==> src/rtl/key_event_filter.sv <==
// key_event_filter
//   Conditions raw DE2 inputs for the control core. Push-buttons (active-low,
//   bouncy) become clean one-cycle press/release/long-press pulses plus a
//   debounced level. Slide switches become a debounced vector with a change
//   strobe.
//
// Ports
//   i_clk          system clock
//   i_rst          synchronous active-high reset
//   i_key          raw push-buttons, 0 = pressed
//   i_sw           raw slide switches
//   o_key_press    one-cycle pulse per key on an accepted press
//   o_key_release  one-cycle pulse per key on an accepted release
//   o_key_long     one-cycle pulse once per press when the hold time is reached
//   o_key_level    debounced pressed level, 1 = pressed
//   o_sw           debounced, synchronised switch vector
//   o_sw_change    one-cycle pulse in the cycle o_sw takes a new value
//
// The per-key FSM state is held in key_state[] so checkers can bind to it.
module key_event_filter #(
    parameter int NUM_KEYS          = 4,
    parameter int SW_WIDTH          = 18,
    parameter int DEBOUNCE_CYCLES   = 500000,
    parameter int LONG_PRESS_CYCLES = 50000000
) (
    input  logic                i_clk,
    input  logic                i_rst,
    input  logic [NUM_KEYS-1:0] i_key,
    input  logic [SW_WIDTH-1:0] i_sw,
    output logic [NUM_KEYS-1:0] o_key_press,
    output logic [NUM_KEYS-1:0] o_key_release,
    output logic [NUM_KEYS-1:0] o_key_long,
    output logic [NUM_KEYS-1:0] o_key_level,
    output logic [SW_WIDTH-1:0] o_sw,
    output logic                o_sw_change
);

    localparam int CW  = $clog2(LONG_PRESS_CYCLES + 1);
    localparam int SCW = $clog2(DEBOUNCE_CYCLES + 1);

    localparam logic [CW-1:0]  DEB_LAST   = CW'(DEBOUNCE_CYCLES - 1);
    localparam logic [CW-1:0]  HOLD_PRE   = CW'(LONG_PRESS_CYCLES - 2);
    localparam logic [CW-1:0]  HOLD_MAX   = CW'(LONG_PRESS_CYCLES - 1);
    localparam logic [CW-1:0]  CNT_ONE    = CW'(1);
    localparam logic [SCW-1:0] SW_LAST    = SCW'(DEBOUNCE_CYCLES - 1);
    localparam logic [SCW-1:0] SW_ONE     = SCW'(1);

    typedef enum logic [2:0] {
        RELEASED,
        PRESS_PEND,
        PRESSED,
        LONG_HELD,
        RELEASE_PEND
    } key_state_t;

    // Two-flop synchronisers
    logic [NUM_KEYS-1:0] key_s1, key_s2;
    logic [SW_WIDTH-1:0] sw_s1, sw_s2, sw_prev;
    logic [SCW-1:0]      sw_cnt;

    // Per-key state
    key_state_t          key_state [NUM_KEYS];
    key_state_t          state_d   [NUM_KEYS];
    logic [CW-1:0]       deb_q     [NUM_KEYS];
    logic [CW-1:0]       deb_d     [NUM_KEYS];
    logic [CW-1:0]       hold_q    [NUM_KEYS];
    logic [CW-1:0]       hold_d    [NUM_KEYS];
    // Remembers whether RELEASE_PEND was entered from LONG_HELD
    logic [NUM_KEYS-1:0] origin_long_q, origin_long_d;
    logic [NUM_KEYS-1:0] press_d, release_d, long_d, level_d;

    always_comb begin
        for (int i = 0; i < NUM_KEYS; i++) begin
            state_d[i]       = key_state[i];
            deb_d[i]         = deb_q[i];
            hold_d[i]        = hold_q[i];
            origin_long_d[i] = origin_long_q[i];
            press_d[i]       = 1'b0;
            release_d[i]     = 1'b0;
            long_d[i]        = 1'b0;
            level_d[i]       = o_key_level[i];

            case (key_state[i])
                RELEASED: begin
                    if (!key_s2[i]) begin
                        state_d[i] = PRESS_PEND;
                        deb_d[i]   = CNT_ONE;
                    end
                end
                PRESS_PEND: begin
                    if (key_s2[i]) begin
                        state_d[i] = RELEASED;
                        deb_d[i]   = '0;
                    end else if (deb_q[i] == DEB_LAST) begin
                        state_d[i] = PRESSED;
                        deb_d[i]   = '0;
                        hold_d[i]  = '0;
                        press_d[i] = 1'b1;
                        level_d[i] = 1'b1;
                    end else begin
                        deb_d[i] = deb_q[i] + CNT_ONE;
                    end
                end
                PRESSED: begin
                    if (key_s2[i]) begin
                        state_d[i]       = RELEASE_PEND;
                        deb_d[i]         = CNT_ONE;
                        origin_long_d[i] = 1'b0;
                    end else if (hold_q[i] == HOLD_PRE) begin
                        state_d[i] = LONG_HELD;
                        hold_d[i]  = HOLD_MAX;
                        long_d[i]  = 1'b1;
                    end else begin
                        hold_d[i] = hold_q[i] + CNT_ONE;
                    end
                end
                LONG_HELD: begin
                    if (key_s2[i]) begin
                        state_d[i]       = RELEASE_PEND;
                        deb_d[i]         = CNT_ONE;
                        origin_long_d[i] = 1'b1;
                    end
                end
                RELEASE_PEND: begin
                    if (!key_s2[i]) begin
                        // Glitch rejected: the return cycle counts as a held
                        // cycle, so a glitch of N cycles delays the long press
                        // by exactly N cycles.
                        deb_d[i] = '0;
                        if (origin_long_q[i]) begin
                            state_d[i] = LONG_HELD;
                        end else if (hold_q[i] == HOLD_PRE) begin
                            state_d[i] = LONG_HELD;
                            hold_d[i]  = HOLD_MAX;
                            long_d[i]  = 1'b1;
                        end else begin
                            state_d[i] = PRESSED;
                            hold_d[i]  = hold_q[i] + CNT_ONE;
                        end
                    end else if (deb_q[i] == DEB_LAST) begin
                        state_d[i]   = RELEASED;
                        deb_d[i]     = '0;
                        hold_d[i]    = '0;
                        release_d[i] = 1'b1;
                        level_d[i]   = 1'b0;
                    end else begin
                        deb_d[i] = deb_q[i] + CNT_ONE;
                    end
                end
                default: begin
                    state_d[i] = RELEASED;
                    deb_d[i]   = '0;
                    hold_d[i]  = '0;
                end
            endcase
        end
    end

    always_ff @(posedge i_clk) begin
        if (i_rst) begin
            key_s1        <= '1;
            key_s2        <= '1;
            o_key_press   <= '0;
            o_key_release <= '0;
            o_key_long    <= '0;
            o_key_level   <= '0;
            origin_long_q <= '0;
            for (int i = 0; i < NUM_KEYS; i++) begin
                key_state[i] <= RELEASED;
                deb_q[i]     <= '0;
                hold_q[i]    <= '0;
            end
        end else begin
            key_s1        <= i_key;
            key_s2        <= key_s1;
            o_key_press   <= press_d;
            o_key_release <= release_d;
            o_key_long    <= long_d;
            o_key_level   <= level_d;
            origin_long_q <= origin_long_d;
            for (int i = 0; i < NUM_KEYS; i++) begin
                key_state[i] <= state_d[i];
                deb_q[i]     <= deb_d[i];
                hold_q[i]    <= hold_d[i];
            end
        end
    end

    // Switches share one stability counter. The cycle a change is seen counts
    // as the first stable cycle, matching key latency. The counter parks at
    // its last value so a stable vector is reloaded every cycle; the strobe
    // fires only when the loaded value actually differs.
    always_ff @(posedge i_clk) begin
        if (i_rst) begin
            sw_s1       <= '0;
            sw_s2       <= '0;
            sw_prev     <= '0;
            sw_cnt      <= '0;
            o_sw        <= '0;
            o_sw_change <= 1'b0;
        end else begin
            sw_s1       <= i_sw;
            sw_s2       <= sw_s1;
            sw_prev     <= sw_s2;
            o_sw_change <= 1'b0;
            if (sw_s2 != sw_prev) begin
                sw_cnt <= SW_ONE;
            end else if (sw_cnt == SW_LAST) begin
                o_sw        <= sw_s2;
                o_sw_change <= (sw_s2 != o_sw);
            end else begin
                sw_cnt <= sw_cnt + SW_ONE;
            end
        end
    end

endmodule

==> config.mk <==
export PLATFORM = sky130hd
export DESIGN_NAME = key_event_filter
export DESIGN_NICKNAME = d
export VERILOG_FILES = /design/src/rtl/key_event_filter.sv
export SDC_FILE = /design/constraint.sdc
export NUM_CORES = 1
export LEC_CHECK = 0
export ABC_AREA = 1
export ABC_CLOCK_PERIOD_IN_PS = 2200
export BUFFER_PORTS_ARGS = -buffer_cell sky130_fd_sc_hd__buf_4
export CAP_MARGIN = 15
export CORE_MARGIN = 2
export CORE_UTILIZATION = 55
export CTS_CLUSTER_SIZE = 16
export DETAILED_ROUTE_END_ITERATION = 8
export PLACE_DENSITY = 0.69
export SLEW_MARGIN = 10
export SYNTH_ARGS = -nofsm -noshare
export SYNTH_HDL_FRONTEND = slang
export SYNTH_SLANG_ARGS = --single-unit
==> constraint.sdc <==
create_clock -name i_clk -period 2.2 [get_ports i_clk]
set_input_delay 0.44 -clock i_clk [delete_from_list [all_inputs] [get_ports i_clk]]
set_output_delay 0.44 -clock i_clk [all_outputs]
set_load 0.02 [all_outputs]
==> flow_results.xml <==
<?xml version="1.0" encoding="UTF-8"?>
<metrics>
  <group name="final_layout">
    <metric name="finalNetCount" unit="">3284</metric>
    <metric name="fillerInstances" unit="">3469</metric>
    <metric name="count_of_inserted_antenna_diode_cells" unit="">0</metric>
    <metric name="layout-drive-gt1-share" unit="">0.09069</metric>
    <metric name="finish.instance_area" unit="sq um">22000</metric>
    <metric name="finish.cell_count_without_fillers" unit="">3736</metric>
    <metric name="areaGrowthSynthToFinish" unit="%">11.24</metric>
  </group>
  <group name="hold_path">
    <metric name="min-delay-path-class" unit="">in2reg</metric>
  </group>
  <group name="clock_tree">
    <metric name="max_clock_buf_depth" unit="">3</metric>
    <metric name="numCtsBuffers" unit="">40</metric>
    <metric name="insertion_delay" unit="ns">0.56</metric>
    <metric name="cts_max_level" unit="">2</metric>
    <metric name="cts_num_sinks" unit="">340</metric>
    <metric name="post_cts_buffers" unit="">0</metric>
    <metric name="ctsRootBufferMaster" unit="">clkbuf_16</metric>
    <metric name="cts_tree" unit="">yes</metric>
    <metric name="worst_setup_hold_path_clk_slew" unit="ns">0.05</metric>
  </group>
  <group name="grt">
    <metric name="grt_use_met1" unit="">0.3522</metric>
    <metric name="grt_pass1_vias" unit="">18250</metric>
    <metric name="antenna_found_initial" unit="">0</metric>
    <metric name="globalRouteOverflowTotal" unit="">0</metric>
    <metric name="use_met3" unit="">0.04140</metric>
    <metric name="all_layer_global_routing_usage" unit="">0.2601</metric>
    <metric name="grt_busiest_layer" unit="">met2</metric>
    <metric name="grt_pass1_wl" unit="um">83970</metric>
    <metric name="grt_use_met2" unit="">0.4294</metric>
    <metric name="grt_max_degree" unit="">96</metric>
  </group>
  <group name="timing">
    <metric name="setup_violations" unit="">0</metric>
    <metric name="achievable-frequency" unit="MHz">486.1</metric>
    <metric name="period_share" unit="">0.9351</metric>
    <metric name="worst_tran_pin_value" unit="ns">0.5002</metric>
    <metric name="finalWorstPathRequiredPeriod" unit="ns">2.057</metric>
    <metric name="timing_max_transition_violations_final" unit="">0</metric>
    <metric name="fin_worst_skew" unit="ns">0.01156</metric>
    <metric name="hold_viol" unit="">0</metric>
    <metric name="rsz0062_at_grt" unit="">yes</metric>
    <metric name="slew-limit-headroom" unit="">0.6665</metric>
  </group>
  <group name="setup_path">
    <metric name="timing.critical_path.to_type" unit="">flop</metric>
    <metric name="reg2reg_slack" unit="ns">0.14</metric>
    <metric name="critPathMaxFanout" unit="">9</metric>
    <metric name="setup.worst_path.class" unit="">reg2reg</metric>
    <metric name="required" unit="ns">2.63</metric>
    <metric name="start_kind" unit="">flop</metric>
    <metric name="critPathArrivalTime" unit="ns">2.48</metric>
  </group>
  <group name="placement">
    <metric name="gp_routability_congestion" unit="">0.9641</metric>
    <metric name="io_buffers" unit="">58</metric>
    <metric name="placement.cell_area" unit="sq um">20670</metric>
    <metric name="placedCellCount" unit="">3666</metric>
    <metric name="dp_hpwl" unit="um">35580</metric>
  </group>
  <group name="route">
    <metric name="detailedRoute.firstIterationViolations" unit="">1430</metric>
    <metric name="vias_per_cell" unit="">5.230</metric>
    <metric name="wl_per_cell" unit="um">13.10</metric>
    <metric name="drt_pass1_iterations" unit="">5</metric>
    <metric name="vias" unit="">19540</metric>
    <metric name="drtAntennaViolNets" unit="">0</metric>
    <metric name="drt_wl_total" unit="um">48930</metric>
    <metric name="post-route-drc-count" unit="">0</metric>
  </group>
  <group name="synthesis">
    <metric name="yosys.cell_types.count" unit="">55</metric>
    <metric name="synth-warning-count" unit="">0</metric>
    <metric name="syn-num-nets" unit="">3226</metric>
    <metric name="number_of_enable_flip_flop_cells_after_synthesis" unit="">0</metric>
    <metric name="synth.avg_cell_area" unit="sq um">6.202</metric>
    <metric name="ys_seq_elements" unit="">340</metric>
    <metric name="syn_inst" unit="">3189</metric>
    <metric name="synth-seq-area-share" unit="">0.3441</metric>
    <metric name="asyncSetResetFlopFracSynth" unit="">0</metric>
    <metric name="commonest_register_cell_after_synthesis" unit="">dfxtp_1</metric>
    <metric name="synthesized_cell_area" unit="sq um">19780</metric>
  </group>
  <group name="floorplanning">
    <metric name="num_rows" unit="">69</metric>
    <metric name="design.portCount" unit="">59</metric>
    <metric name="die-area" unit="sq um">37490</metric>
    <metric name="floorplan.core_area" unit="sq um">35480</metric>
    <metric name="initial_core_util" unit="">0.5574</metric>
    <metric name="chip_height" unit="um">193.6</metric>
    <metric name="die_span_x" unit="um">193.6</metric>
  </group>
  <group name="pwr">
    <metric name="pwr_per_cell_area" unit="nW/um^2">628.5</metric>
    <metric name="max-vdd-ir-drop" unit="mV">0.6482</metric>
    <metric name="leakagePower" unit="nW">9.263</metric>
  </group>
  <group name="job">
    <metric name="cap_viol_max_count" unit="">0</metric>
  </group>
  <group name="status">
    <metric name="outcome" unit="">finished clean</metric>
  </group>
</metrics>
-- cells in the final DEF, fill, tap and decap left out, types with 27 or more instances in the layout --
master,count
nand2_1,1014
nor2_1,465
inv_1,389
dfxtp_1,339
nand3_1,192
a21oi_1,135
buf_4,104
o21ai_0,88
nor3_1,86
xor2_1,60
nand4_1,57
clkbuf_16,41
inv_2,28
xnor2_1,27
-- state kept, by name, indices dropped and copies added (netlist names), 12 cells and up --
| register | flops |
|---|---|
| o_sw | 18 |
| deb_q | 104 |
| key_state | 12 |
| sw_cnt | 19 |
| sw_s2 | 18 |
| hold_q | 104 |
| sw_prev | 18 |
| sw_s1 | 18 |
-- cells by family after synthesis --
logic type,Yosys count,synth area share
buffers and inverters,510,0.1064
AO/OA/AOI/OAI,298,0.08521
adder cells (fa/ha/maj),13,0.008224
AND/OR/NAND/NOR,1941,0.4175
XOR/XNOR,87,0.03852
flip-flops,340,0.3441
-- worst max-delay path, stage by stage (launching register included) --
cell	delay, ns
dfxtp_1	0.36
ha_1	0.18
nand2_1	0.08
nor2_2	0.15
nand2_1	0.09
nor2_1	0.19
nand2_1	0.20
nand2_2	0.22
buf_4	0.20
a21oi_1	0.07
a21oi_1	0.13
nor2_1	0.06
-- layout make-up --
cell class                 count  area, sq um  share of cell area
inverter                     418         1570             0.07137
clock buffer                  60         1187             0.05397
tap                          461        576.8             0.02622
multi-input combinational   2339        10880              0.4943
timing repair buffer         108        852.1             0.03873
sequential                   340         6808              0.3094
clock inverter                10        132.6            0.006028
-- cells in the mapped netlist, types with 13 or more instances --
master    count  area (sq um)
a21oi_1     135         675.7
buf_2        40         200.2
buf_4        17         127.6
clkbuf_1     19         71.32
dfxtp_1     340          6807
ha_1         13         162.7
inv_1       390          1464
inv_2        28         105.1
nand2_1    1014          3806
nand2_2      19         118.9
nand3_1     192         960.9
nand3b_1     13         97.59
nand4_1      57         356.6
nor2_1      466          1749
nor2_2       21         131.4
nor3_1       86         430.4
o21ai_0      88         440.4
o21ai_1      18         90.09
or2_2        13         81.33
xnor2_1      27         236.5
xor2_1       60         525.5
-- routing by layer --
layer / vias to the layer above / share of wire
li1: 10120 / -
met1: 8864 / 0.47
met2: 473 / 0.45
met3: 86 / 0.055
met4: 0 / 0.021
met5: - / 0
-- power by group --
group | internal (mW) | switching, mW | total [mW]
logic | 0.264 | 0.579 | 0.843
registers | 6.23 | 0.0633 | 6.29
clock network | 4.07 | 2.62 | 6.69
total | 10.6 | 3.27 | 13.8
-- per-stage QoR --
stage	worst slack, ns	TNS, ns	hold WS (ns)	power [mW]	utilization
6_report	0.1428	0	0.06778	13.83	0.6201
5_1_grt	-0.01773	-0.06938	0.04696	14.34	0.6201
4_1_cts	0.1485	0	0.03481	14.00	0.6198
3_5_place_dp	0.1672	0	0.3929	7.267	0.5826
3_3_place_gp	0.2226	0	0.3921	7.251	0.5826
2_1_floorplan	0.4939	0	0.3883	7.042	-
-- timing repair --
action / 4_1_cts / 5_1_grt
gates resized for setup: 0 / 3
setup endpoints to repair: 0 / 17
hold buffers: 0 / 0
-- path summary, 6_finish.rpt --
| kind | from | to | depth (start not counted) |
|---|---|---|---|
| max | deb_q[0][0]$_SDFFE_PP0P_ | hold_q[0][22]$_SDFFE_PP0P_ | 11 |
| min | i_key[2] | key_s1[2]$_SDFF_PP1_ | 2 |
| max reg2reg | deb_q[0][0]$_SDFFE_PP0P_ | hold_q[0][22]$_SDFFE_PP0P_ | 11 |
| min reg2reg | sw_s1[5]$_SDFF_PP0_ | sw_s2[5]$_SDFF_PP0_ | 2 |
No activity file was read; power rests on OpenSTA's default activity.
